<file path="config.mk">
export PLATFORM = sky130hd
export DESIGN_NAME = rv32_imm_gen_unit
export DESIGN_NICKNAME = d
export VERILOG_FILES = /design/src/rtl/rv32_imm_gen_unit.sv
export SDC_FILE = /design/constraint.sdc
export NUM_CORES = 1
export LEC_CHECK = 0
export ABC_CLOCK_PERIOD_IN_PS = 1800
export BUFFER_PORTS_ARGS = -buffer_cell sky130_fd_sc_hd__buf_2
export CAP_MARGIN = 10
export CORE_AREA = 2 2 65 67
export DETAILED_ROUTE_END_ITERATION = 7
export DIE_AREA = 0 0 67 69
export GPL_ROUTABILITY_DRIVEN = 0
export GPL_TIMING_DRIVEN = 1
export PLACE_DENSITY = 0.68
export SLEW_MARGIN = 10
export SYNTH_ARGS = -nofsm -noshare
export SYNTH_HDL_FRONTEND = slang
export SYNTH_SLANG_ARGS = --single-unit
</file>
<file path="constraint.sdc">
create_clock -name clk -period 1.8 [get_ports clk]
set_input_delay 0.27 -clock clk [delete_from_list [all_inputs] [get_ports clk]]
set_output_delay 0.27 -clock clk [all_outputs]
set_load 0.05 [all_outputs]
</file>
<file path="src/rtl/rv32_imm_gen_unit.sv">
// RV32I immediate generator for the decode stage.
// The major opcode selects the immediate format. The sign-extended immediate
// and its format code are registered, so the result appears one cycle after
// the instruction is sampled.
module rv32_imm_gen_unit #(
    parameter int XPR_LEN = 32
) (
    input  logic               clk,
    input  logic               rst_n,
    input  logic [XPR_LEN-1:0] rv_instr,
    input  logic               instr_valid,
    output logic [XPR_LEN-1:0] rv_imm,
    output logic [2:0]         imm_fmt,
    output logic               imm_valid
);

    // Format codes as seen by downstream ALU/branch/CSR logic; 6-7 unused.
    typedef enum logic [2:0] {
        FMT_NONE = 3'd0,
        FMT_I    = 3'd1,
        FMT_S    = 3'd2,
        FMT_B    = 3'd3,
        FMT_U    = 3'd4,
        FMT_J    = 3'd5
    } imm_fmt_e;

    localparam logic [6:0] OPC_LOAD   = 7'b0000011;
    localparam logic [6:0] OPC_OP_IMM = 7'b0010011;
    localparam logic [6:0] OPC_JALR   = 7'b1100111;
    localparam logic [6:0] OPC_SYSTEM = 7'b1110011;
    localparam logic [6:0] OPC_STORE  = 7'b0100011;
    localparam logic [6:0] OPC_BRANCH = 7'b1100011;
    localparam logic [6:0] OPC_LUI    = 7'b0110111;
    localparam logic [6:0] OPC_AUIPC  = 7'b0010111;
    localparam logic [6:0] OPC_JAL    = 7'b1101111;

    imm_fmt_e           fmt_next;
    logic [XPR_LEN-1:0] imm_next;

    // Classify the immediate format from the major opcode alone; funct3/funct7
    // legality belongs to the decoder.
    always_comb begin
        // NOTE: default assignment first so every path drives fmt_next and no latch is inferred.
        fmt_next = FMT_NONE;
        case (rv_instr[6:0])
            OPC_LOAD, OPC_OP_IMM, OPC_JALR, OPC_SYSTEM: fmt_next = FMT_I;
            OPC_STORE:                                  fmt_next = FMT_S;
            OPC_BRANCH:                                 fmt_next = FMT_B;
            OPC_LUI, OPC_AUIPC:                         fmt_next = FMT_U;
            OPC_JAL:                                    fmt_next = FMT_J;
            default:                                    fmt_next = FMT_NONE;
        endcase
    end

    // Assemble the immediate; bit 31 is the sign source for every format.
    // Shift-immediates keep funct7 in imm[11:5] and SYSTEM yields the CSR
    // address, both as plain I-type.
    always_comb begin
        imm_next = '0;
        case (fmt_next)
            FMT_I: imm_next = {{21{rv_instr[31]}}, rv_instr[30:20]};
            FMT_S: imm_next = {{21{rv_instr[31]}}, rv_instr[30:25], rv_instr[11:7]};
            FMT_B: imm_next = {{20{rv_instr[31]}}, rv_instr[7], rv_instr[30:25],
                               rv_instr[11:8], 1'b0};
            FMT_U: imm_next = {rv_instr[31:12], 12'b0};
            FMT_J: imm_next = {{12{rv_instr[31]}}, rv_instr[19:12], rv_instr[20],
                               rv_instr[30:21], 1'b0};
            default: imm_next = '0;
        endcase
    end

    // Output registers: synchronous reset; load on valid, otherwise hold
    // the last result and drop the valid flag.
    always_ff @(posedge clk) begin
        // NOTE: non-blocking assignments for all sequential state so every register samples pre-edge values.
        if (!rst_n) begin
            rv_imm    <= '0;
            imm_fmt   <= FMT_NONE;
            imm_valid <= 1'b0;
        end else begin
            imm_valid <= instr_valid;
            if (instr_valid) begin
                rv_imm  <= imm_next;
                imm_fmt <= fmt_next;
            end
        end
    end

endmodule

</file>
# After elaboration in Yosys (flattened, before gate mapping)
# Cells that the tools add are included.
[word_totals] ram_bits=0 mem_count=0 elab_cells=21 register_bits=36 out_inout_bits=36 rom_bits=0 input_bits=35 latchBits=0
[op_classes] magnitude_cmp=0 n_eq_ne=14 n_mux=2 n_reduce_logical=2 add_sub_neg=0 bitwise=0 multipliers=0 div_mod_pow=0 shift=0
[ops] operator="32-bit one-hot mux with 5 select lines" n=1
[ops] operator="7-bit == test (second input constant)" n=4
[ops] operator="3-bit one-hot mux with 5 select lines" n=1
[ops] operator="7-bit by 5-bit == test with 1-bit output (second input constant)" n=2
[ops] operator="7-bit by 6-bit == test with 1-bit output (second input constant)" n=2
[ops] operator="7-bit by 2-bit == test with 1-bit output (second input constant)" n=1
[ops] operator="3-bit by 2-bit == test with 1-bit output (second input constant)" n=2
[ops] operator="3-bit == test (second input constant)" n=2
[ops] operator="4-bit OR reduction" n=1
[ops] operator="3-bit by 1-bit == test with 1-bit output (second input constant)" n=1
[ops] operator="2-bit OR reduction" n=1

# Depth between registers and ports, before layout
# Gate-level depths: netlist (run 1).
[depth] ltp_word=5 ltp_mapped=7 depth_no_buf=5

# Least setup slack after synthesis (run 1)
# No wires, ideal clock.
[synth_path] kind="in2reg" startpoint="input rv_instr[4]" endpoint="register rv_imm[12]" setup_ns=0.122 n_path_buf=2 required_time_ns=1.678 stages=7 arrival_ns=1.489 path_slack_ns=0.189 cell_sequence="buf_2 > nand2b_1 > a32oi_2 > nor3_2 > and3_1 > buf_6 > a221o_1"
[synth_via] elab_chain_len=5 elab_cells_between_ends=18 cone_classes="eq/ne (14); mux (2); reduce/logical (2)"
[synth_rtl] item="start, declared" line_no="10" source="input logic [XPR_LEN-1:0] rv_instr,"
[synth_rtl] item="7-bit by 2-bit == test with 1-bit output (tied with other cells)" line_no="45" source="case (rv_instr[6:0])"
[synth_rtl] item="4-bit OR reduction / 2-bit OR reduction (equally long branches)" line_no="45"
[synth_rtl] item="3-bit one-hot mux with 5 select lines (*)" line_no="45"
[synth_rtl] item="3-bit == test (tied with other cells)" line_no="60" source="case (fmt_next)"
[synth_rtl] item="32-bit one-hot mux with 5 select lines (*)" line_no="60"
[synth_rtl] item="end signal, assigned" line_no="83" source="rv_imm <= imm_next;"
[synth_rtl] item="end, declared" line_no="12" source="output logic [XPR_LEN-1:0] rv_imm,"
# Mark *: on every way between the ends. The rest lies on a longest branch, timed or not.
# A chain may end at the register's enable or synchronous reset.

# Final worst setup path (run 1)
[layout_path] startpoint="input rv_instr[2]" endpoint="register rv_imm[26]"
# Same word-level chain as after synthesis.

==> impl_metrics.tcl, run 1 <==
set metrics [dict create \
    nets 251 \
    r2r_start "rv_imm[12]" \
    stdcell_area_mm2 0.00201 \
    crit_type "in -> reg" \
    hp-start "rv_instr[30]" \
    synth_most_common_cell "dfxtp_1" \
    fin_cells 267 \
    htree_levels 2 \
    post_cts_resized 0 \
    seq_area_frac_synth_pct 47.8 \
    post-cts-setup-buffers 0 \
    fmax_mhz 709 \
    synth_area_mm2 0.00151 \
    finalHoldViolCount 0 \
    yosysUniqueCellTypes 36 \
    numPortBuffers 70 \
    initialDrtViolationCount 66 \
    die_height_um 69 \
    async_flop_share_pct 0 \
    max-vdd-ir-drop_v 0.000317 \
    die_area_mm2 0.00462 \
    reg2reg_to "rv_imm[12]" \
    syn_nets 178 \
    hold_depth 2 \
    required_ps 2030 \
    clkLatencyLatePin_ps 270 \
    cap_violations 0 \
    synth_enable_flop_cells 0 \
    post_drt_wl_per_cell_um 13.5 \
    dp.cells 259 \
    hold_buffers 0 \
    placed_area_mm2 0.00191 \
    avgSynthCellArea_um2 10.6 \
    drv_slew 0 \
    end_kind "flip-flop" \
    synth-seq-cells 36 \
    rrSetupSlack_ps 1050 \
    yosysWarnings 0 \
    numCtsBuffers 5 \
    powerDensity_mw_per_mm2 765 \
    synth_common_cells "dfxtp_1 (36), a221o_1 (19), nand2_1 (13)" \
    grt_max_degree 18 \
    clkTransAtPathRegs_ps 70 \
    finalSetupTns_ps 0 \
    total_power_w 0.00154 \
    power_leakage_nw 0.987 \
    syn_inst 143 \
    grt_pass1_vias 1292 \
    clock_path_buffers 2 \
    worstRegToRegCells 1 \
    antenna_found_initial 0 \
    tightest_slew_ps 398 \
    min_period_over_period_pct 78.4 \
    synth_top_area_share_pct 47.8 \
    fp-row-count 23 \
    grt_pass1_wl_mm 6.22 \
    place_hpwl_mm 2.82 \
    area_delta_synth_final_pct 32.9 \
    netlist_top_cells_area "dfxtp_1 (48%), a221o_1 (13%), a22o_1 (4.6%)" \
    cp_max_fo 11 \
    hp-class "in -> reg" \
    die_w_um 67 \
    cts_tree "done" \
    overflow 0 \
    yosys.area.top_type "dfxtp_1" \
    outcome "finished clean" \
    gr-usage-all-layers_pct 17.2 \
    post-place-ws_ps 113 \
    firstDrtPassIters 4 \
    drive_gt1_share_pct 42.4 \
    wirelength_mm 3.60 \
    whs_endpoint "rv_imm[10]" \
    final.setup_skew_ps 0 \
    coreArea_mm2 0.00391 \
    finalSetupViolCount 0 \
    vias 1359 \
    remaining_drc_errors 0 \
    ios 71 \
    antenna_cells 0 \
    viasPerCell 5.09 \
    start_util_pct 38.6 \
    slew_headroom_pct 73.5 \
    synth_ff_type "dfxtp_1" \
    ant_nets 0 \
    setup_slack_ps 389 \
    cts.sinks 36 \
    fin_crit_ps 1410 \
    cp-start-kind "input port" \
    cts_root_buffer "clkbuf_8" \
    rsz0062_at_grt "false" \
    cp_data_arrival_time_ps 1640 \
]
==> logic make-up (layout without fill, tap and decap cells) <==
family                    after synthesis  count (layout)  share of synthesized area, %
xor gates and xnor gates                1               1                         0.581
muxes                                   3               3                          1.99
DFF                                    36              36                          47.8
and+or+nand+nor                        43              43                          18.2
AOI/OAI and AO/OA                      47              47                          26.7
buffers and inverters                  13              87                          4.81
==> cell usage in the layout, fill, tap and decap left out, types with 2 or more instances in the layout <==
master	n
buf_2	70
dfxtp_1	36
a221o_1	19
nand2_1	13
a22o_1	8
o21ai_0	7
buf_4	7
nor2_1	6
clkbuf_8	6
and3_1	5
nor2b_1	5
a22oi_1	4
mux2i_1	3
nand2b_1	2
nand3_1	2
inv_1	2
==> flip-flops by register name (all words and copies together), names as in the netlist <==
register,cells
imm_valid,1
imm_fmt,3
rv_imm,32
==> worst max-delay path by stage <==
stage / startpoint / end / depth (start not counted)
final: rv_instr[2] / rv_imm[26] / 6
after global routing: rv_instr[2] / rv_imm[26] / 6
after CTS: rv_instr[2] / rv_imm[26] / 6
after detailed placement: rv_instr[2] / rv_imm[26] / 6
after global placement: rv_instr[2] / rv_imm[28] / 6
after floorplan: rv_instr[4] / rv_imm[12] / 7
==> report_power, final <==
group | internal, W | switching, W | leakage, nW
sequential | 0.000801 | 0.00000182 | 0.290
clock | 0.000311 | 0.000266 | 0.0445
combinational | 0.0000663 | 0.0000900 | 0.653
==> cell type report <==
class / instances / area [µm²]
clock buffers: 7 / 86.3
repair buffers: 77 / 403
inverters: 2 / 7.51
well taps: 50 / 62.6
flip-flops and latches: 36 / 721
clock inverters: 1 / 7.51
fillers: 404 / 1910
multi-input cells: 94 / 718
==> through the flow <==
| stage | utilization (%) | hold WS, ps |
|---|---|---|
| after floorplan | - | 396 |
| after global routing | 51.2 | 202 |
| after detailed placement | 48.8 | 441 |
| after CTS | 51.2 | 203 |
| final | 51.2 | 216 |
| after global placement | 48.8 | 441 |
==> metal layers <==
metal  vias to the layer above  wire, µm  global-route usage (%)
met3                         6       267                    5.22
met4                         0        62                    6.12
met1                       613      1740                    24.6
li1                        689         -                       -
met5                         -         0                       0
met2                        51      1530                    24.1
==> worst max-delay path, cell delays in order <==
cell and delay (ps):
buf_2 150, mux2i_1 290, a32oi_2 90, nor2_1 190
and3_1 430, a221o_1 210
Note: power is estimated with default switching activity, not from simulation.
==> run 2, diff against run 1 <==
--- a/config.mk
+++ b/config.mk
@@ -5,15 +5,16 @@
 export SDC_FILE = /design/constraint.sdc
 export NUM_CORES = 1
 export LEC_CHECK = 0
-export ABC_CLOCK_PERIOD_IN_PS = 1800
+export ABC_AREA = 1
+export ABC_CLOCK_PERIOD_IN_PS = 1500
 export BUFFER_PORTS_ARGS = -buffer_cell sky130_fd_sc_hd__buf_2
 export CAP_MARGIN = 10
-export CORE_AREA = 2 2 65 67
+export CORE_AREA = 2 2 72 74
 export DETAILED_ROUTE_END_ITERATION = 7
-export DIE_AREA = 0 0 67 69
+export DIE_AREA = 0 0 74 76
 export GPL_ROUTABILITY_DRIVEN = 0
 export GPL_TIMING_DRIVEN = 1
-export PLACE_DENSITY = 0.68
+export PLACE_DENSITY = 0.65
 export SLEW_MARGIN = 10
 export SYNTH_ARGS = -nofsm -noshare
 export SYNTH_HDL_FRONTEND = slang
==> constraint.sdc (replaced) <==
create_clock -name clk -period 1.5 [get_ports clk]
set_input_delay 0.225 -clock clk [delete_from_list [all_inputs] [get_ports clk]]
set_output_delay 0.225 -clock clk [all_outputs]
set_load 0.05 [all_outputs]
==> run 2 against run 1 <==
  * Die area increased by 22%
  * Worst hold slack improved by 1.0 ps
  * Synthesized cell count increased by 100%
  * Critical endpoint is now rv_imm[29]
  * Register-to-register slack got worse by 160 ps
  * First-iteration DRC count increased by 4.5%
  * Cell area increased by 19%
  * Cell count increased by 64%
  * Via count increased by 43%
  * Non-clock buffer count increased by 2
  * Clock skew unchanged
  * Critical path depth increased by 4
==> impl_metrics.tcl, run 2 <==
set metrics [dict create \
    synth_ff_type "dfxtp_1" \
    overflow 0 \
    yosysWarnings 0 \
    cts.sinks 36 \
    clkLatencyLatePin_ps 280 \
    nets 403 \
    die_area_mm2 0.00562 \
    fmax_mhz 829 \
    finalHoldViolCount 0 \
    grt_pass1_wl_mm 8.07 \
    hold_buffers 0 \
    multi_input_area_um2 976 \
    finalSetupTns_ps 0 \
    ios 71 \
    initialDrtViolationCount 69 \
    wirelength_mm 4.62 \
    synth_common_cells "nand2_1 (133), nand3_1 (53), dfxtp_1 (36)" \
    vias 1940 \
    die_w_um 74 \
    powerDensity_mw_per_mm2 762 \
    numPortBuffers 70 \
    synth_top_area_share_pct 38.7 \
    end_kind "flip-flop" \
    fill_cells 527 \
    antenna_cells 0 \
    cts_root_buffer "clkbuf_8" \
    drv_slew 0 \
    crit_type "in -> reg" \
    layout_commonest_cell "nand2_1" \
    syn_nets 328 \
    power_leakage_nw 1.50 \
    netlist_top_cells_area "dfxtp_1 (39%), nand2_1 (27%), nand3_1 (14%)" \
    gr-usage-all-layers_pct 18.1 \
    synth_enable_flop_cells 0 \
    required_ps 1730 \
    yosys.area.top_type "dfxtp_1" \
    seq_area_frac_synth_pct 38.7 \
    htree_levels 2 \
    synth_most_common_cell "nand2_1" \
    viasPerCell 4.43 \
    crit_path_max_incr_delay_ps 290 \
    cp-start-kind "input port" \
    post_drt_wl_per_cell_um 10.5 \
    synth-seq-cells 36 \
    post-cts-setup-buffers 0 \
    remaining_drc_errors 0 \
    slew_headroom_pct 74.1 \
    finalSetupViolCount 0 \
    regMostFlops "rv_imm" \
    post_cts_resized 0 \
    cp_data_arrival_time_ps 1440 \
    final_cell_mix "nand2_1 (133), buf_2 (70), nand3_1 (53)" \
    ant_nets 0 \
    cap_violations 0 \
    max-vdd-ir-drop_v 0.000339 \
    grt_max_degree 26 \
    cts_tree "done" \
    crit_slowest_cell "nor2_8" \
    hp-class "in -> reg" \
    area_delta_synth_final_pct 28.0 \
    yosysUniqueCellTypes 18 \
    clock_path_buffers 2 \
    cp_max_fo 25 \
    die_height_um 76 \
    async_flop_share_pct 0 \
    worstPathCellList "buf_2 -> inv_1 -> nand2_2 -> nor2_8 -> nand2_2 -> nand2_4 -> nor2_4 -> nor2_8 -> nand2_1 -> nand2_1" \
    drive_gt1_share_pct 27.4 \
    place_hpwl_mm 3.48 \
    fin_crit_ps 1210 \
    min_period_over_period_pct 80.4 \
    outcome "finished clean" \
    clkTransAtPathRegs_ps 70 \
    synth_area_mm2 0.00186 \
    seq_area_um2 721 \
    numCtsBuffers 5 \
    fp-row-count 26 \
    rrSetupSlack_ps 890 \
    tightest_slew_ps 387 \
    top_regs "rv_imm (32), imm_fmt (3), imm_valid (1)" \
    stdcell_area_mm2 0.00238 \
    rsz0062_at_grt "false" \
    placed_area_mm2 0.00231 \
    firstDrtPassIters 4 \
    avgSynthCellArea_um2 6.36 \
    coreArea_mm2 0.00491 \
    grt_pass1_vias 1811 \
    syn_inst 293 \
    final.setup_skew_ps 0 \
    antenna_found_initial 0 \
    largest_reg_flops 32 \
    start_util_pct 37.9 \
]
run 2: cell count changes after synthesis, moves of 6 or more:
cell and change:
a221o_1 -19, a22o_1 -7, inv_1 +23, nand2_1 +120
nand3_1 +51, nor2_1 +7, nor2b_1 -6
run 2: cell families after synthesis:
group,synth area share (%)
simple gates,50.8
buf+inv,8.93
compound gates,1.54
flops,38.7
run 2: through the flow:
stage,std cells,util (%),setup WS [ps],hold WS (ps),total power (W)
floorplan,293,-,290,366,0.00109
finish,438,48.5,293,217,0.00182
global route,438,48.5,119,223,0.00190
detailed placement,431,47.0,6.26,435,0.00119
CTS,438,48.5,304,207,0.00183
global placement,431,47.0,41.0,434,0.00118
run 2: path summary, 6_finish.rpt:
| path | startpoint | endpoint | depth (start not counted) |
|---|---|---|---|
| max | rv_instr[4] | rv_imm[29] | 10 |
| min | rst_n | rv_imm[12] | 3 |
| max reg2reg | imm_fmt[2] | imm_fmt[2] | 1 |
| min reg2reg | rv_imm[14] | rv_imm[14] | 2 |
run 2: report_power, final:
part | internal, W | switching, W | total (W)
Clock | 0.000316 | 0.000338 | 0.000654
Combinational | 0.0000715 | 0.000129 | 0.000201
Sequential | 0.000960 | 0.00000183 | 0.000962
Total | 0.00135 | 0.000469 | 0.00182
run 2: layout make-up:
type / count / area share, %
clock inverters: 1 / 0.210
multi-input cells: 218 / 40.9
clock buffers: 6 / 3.04
repair buffers: 79 / 17.5
inverters: 28 / 4.41
well taps: 70 / 3.67
flip-flops and latches: 36 / 30.2
run 2: critical path: cells and delay by family:
| kind | cells | cell delay [ps] |
|---|---|---|
| buf+inv | 2 | 200 |
| simple gates | 8 | 1020 |
run 2: layer usage:
layer	global-route usage [%]	wire length (µm)	vias up
met5	0	0	-
met4	8.18	108	0
met3	4.37	293	8
met2	26.3	1930	57
met1	25.0	2290	819
li1	-	-	1056
==> run 3, diff against run 2 <==
--- a/config.mk
+++ b/config.mk
@@ -6,7 +6,7 @@
 export NUM_CORES = 1
 export LEC_CHECK = 0
 export ABC_AREA = 1
-export ABC_CLOCK_PERIOD_IN_PS = 1500
+export ABC_CLOCK_PERIOD_IN_PS = 1100
 export BUFFER_PORTS_ARGS = -buffer_cell sky130_fd_sc_hd__buf_2
 export CAP_MARGIN = 10
 export CORE_AREA = 2 2 72 74
@@ -14,7 +14,7 @@
 export DIE_AREA = 0 0 74 76
 export GPL_ROUTABILITY_DRIVEN = 0
 export GPL_TIMING_DRIVEN = 1
-export PLACE_DENSITY = 0.65
+export PLACE_DENSITY = 0.68
 export SLEW_MARGIN = 10
 export SYNTH_ARGS = -nofsm -noshare
 export SYNTH_HDL_FRONTEND = slang
==> constraint.sdc (replaced) <==
create_clock -name clk -period 1.1 [get_ports clk]
set_input_delay 0.165 -clock clk [delete_from_list [all_inputs] [get_ports clk]]
set_output_delay 0.165 -clock clk [all_outputs]
set_load 0.05 [all_outputs]
==> run 3 against run 2 <==
  * Utilization is 4.9 points higher
  * Largest power group unchanged
  * Via count is 2.4% higher
  * Sequential share of layout area is 2.8 points lower
  * Worst hold slack got worse by 64 ps
  * Critical endpoint is now rv_imm[9]
  * First-iteration DRC count is 1.4% lower
==> impl_metrics.tcl, run 3 (synthesis results as in run 2) <==
set metrics [dict create \
    initialDrtViolationCount 68 \
    crit_buf_inv 1 \
    power_leakage_nw 1.61 \
    worstPathCellList "buf_2" \
    cts.sinks 36 \
    overflow 0 \
    area_delta_synth_final_pct 41.0 \
    final.setup_skew_ps 0 \
    power_switching_w 0.000669 \
    ios 71 \
    cts_tree "done" \
    worstRegToRegCells 1 \
    numCtsBuffers 5 \
    grt_max_degree 22 \
    rsz0062_at_grt "false" \
    largest_reg_flops 32 \
    htree_levels 2 \
    drv_slew 0 \
    clock_path_buffers 2 \
    crit_type "reg -> out" \
    cp_data_arrival_time_ps 900 \
    hold_slack_ps 153 \
    coreArea_mm2 0.00491 \
    fmax_mhz 936 \
    finalHoldViolCount 0 \
    place_hpwl_mm 3.72 \
    required_ps 940 \
    start_util_pct 37.9 \
    cp-start-kind "flip-flop" \
    antenna_found_initial 0 \
    clkPwrFrac_pct 43.9 \
    finalSetupTns_ps 0 \
    critical-path-top-delay-family "flip-flops" \
    max-vdd-ir-drop_v 0.000518 \
    powerDensity_mw_per_mm2 1100 \
    regMostFlops "rv_imm" \
    outcome "finished clean" \
    crit_slowest_cell "dfxtp_1" \
    slew_headroom_pct 82.1 \
    die_w_um 74 \
    finalSetupViolCount 0 \
    path_depth 1 \
    hp-class "in -> reg" \
    ant_nets 0 \
    fp-row-count 26 \
    tightest_slew_ps 268 \
    post-place-ws_ps -224 \
    drive_gt1_share_pct 32.3 \
    seq_power_share_pct 45.3 \
    viasPerCell 4.40 \
    die_height_um 76 \
    layout_commonest_cell "nand2_1" \
    combPwrFrac_pct 10.9 \
    gr-usage-all-layers_pct 18.1 \
    firstDrtPassIters 6 \
    cap_violations 0 \
    min_period_over_period_pct 97.1 \
    total_power_w 0.00290 \
    final_cell_mix "nand2_1 (129), buf_2 (63), nand3_1 (52)" \
    nets 415 \
    cp_max_fo 2 \
    end_kind "output pin" \
    post_drt_wl_per_cell_um 10.6 \
    vias 1986 \
    fin_crit_ps 1070 \
    top_regs "rv_imm (32), imm_fmt (3), imm_valid (1)" \
    clkTransAtPathRegs_ps 80 \
    wirelength_mm 4.78 \
    numPortBuffers 70 \
    crit_path_max_incr_delay_ps 350 \
    grt_pass1_wl_mm 8.21 \
    p_int_w 0.00223 \
    hold_depth 3 \
    setup_slack_ps 31.8 \
    clkLatencyLatePin_ps 280 \
    remaining_drc_errors 0 \
    antenna_cells 0 \
    grt_pass1_vias 1833 \
    die_area_mm2 0.00562 \
    cts_root_buffer "clkbuf_8" \
    sw_frac_of_total_pct 23.1 \
]
## run 3: cell count changes in the layout (fill, tap and decap cells not counted), moves of 2 or more
cell      previous run  this run
inv_1               25        23
buf_2               70        63
nand2_4              1         4
buf_12               0         2
buf_4                9        21
clkbuf_4             0         5
clkbuf_8             5         7
nand2_1            133       129
## run 3: cell type report
cell class	instances	area [µm²]
flip-flops and latches	36	721
repair buffers	91	551
inverters	28	128
multi-input cells	218	1010
well taps	70	87.6
clock buffers	7	96.3
fillers	508	2290
clock inverters	1	30.0
## run 3: what timing repair did
| action | 4_1_cts | 5_1_grt |
|---|---|---|
| hold buffers | 0 | 0 |
| hold endpoints to repair | 0 | 0 |
| resized for setup | 0 | 11 |
| setup endpoints to repair | 0 | 19 |
| setup buffers | 0 | 1 |
## run 3: stage by stage
step / area (µm²) / std cells / util (%)
final: 2630 / 451 / 53.5
after global routing: 2630 / 451 / 53.5
after global placement: 2470 / 442 / 50.2
after detailed placement: 2470 / 442 / 50.2
after floorplan: 1920 / 293 / -
after CTS: 2590 / 450 / 52.8
## run 3: worst paths after layout
| check | from | end | slack (ps) |
|---|---|---|---|
| max | rv_imm[9] | rv_imm[9] | 30 |
| min | rst_n | rv_imm[12] | 150 |
| max reg2reg | imm_fmt[2] | imm_fmt[2] | 490 |
| min reg2reg | rv_imm[25] | rv_imm[25] | 450 |
## run 3: power by group through the flow
stage / Sequential, W / Combinational [W] / Clock (W)
4_1_cts: 0.00131 / 0.000312 / 0.00130
3_3_place_gp: 0.00134 / 0.000308 / 0
6_report: 0.00131 / 0.000315 / 0.00127
3_5_place_dp: 0.00134 / 0.000310 / 0
5_1_grt: 0.00131 / 0.000348 / 0.00136
2_1_floorplan: 0.00137 / 0.000138 / 0
## run 3: routing by layer
layer | global-route usage, % | vias to the layer above | routed length (µm)
met2 | 27.9 | 51 | 2160
met4 | 5.09 | 0 | 65
li1 | - | 1080 | -
met1 | 25.1 | 849 | 2310
met5 | 0 | - | 0
met3 | 4.37 | 6 | 250
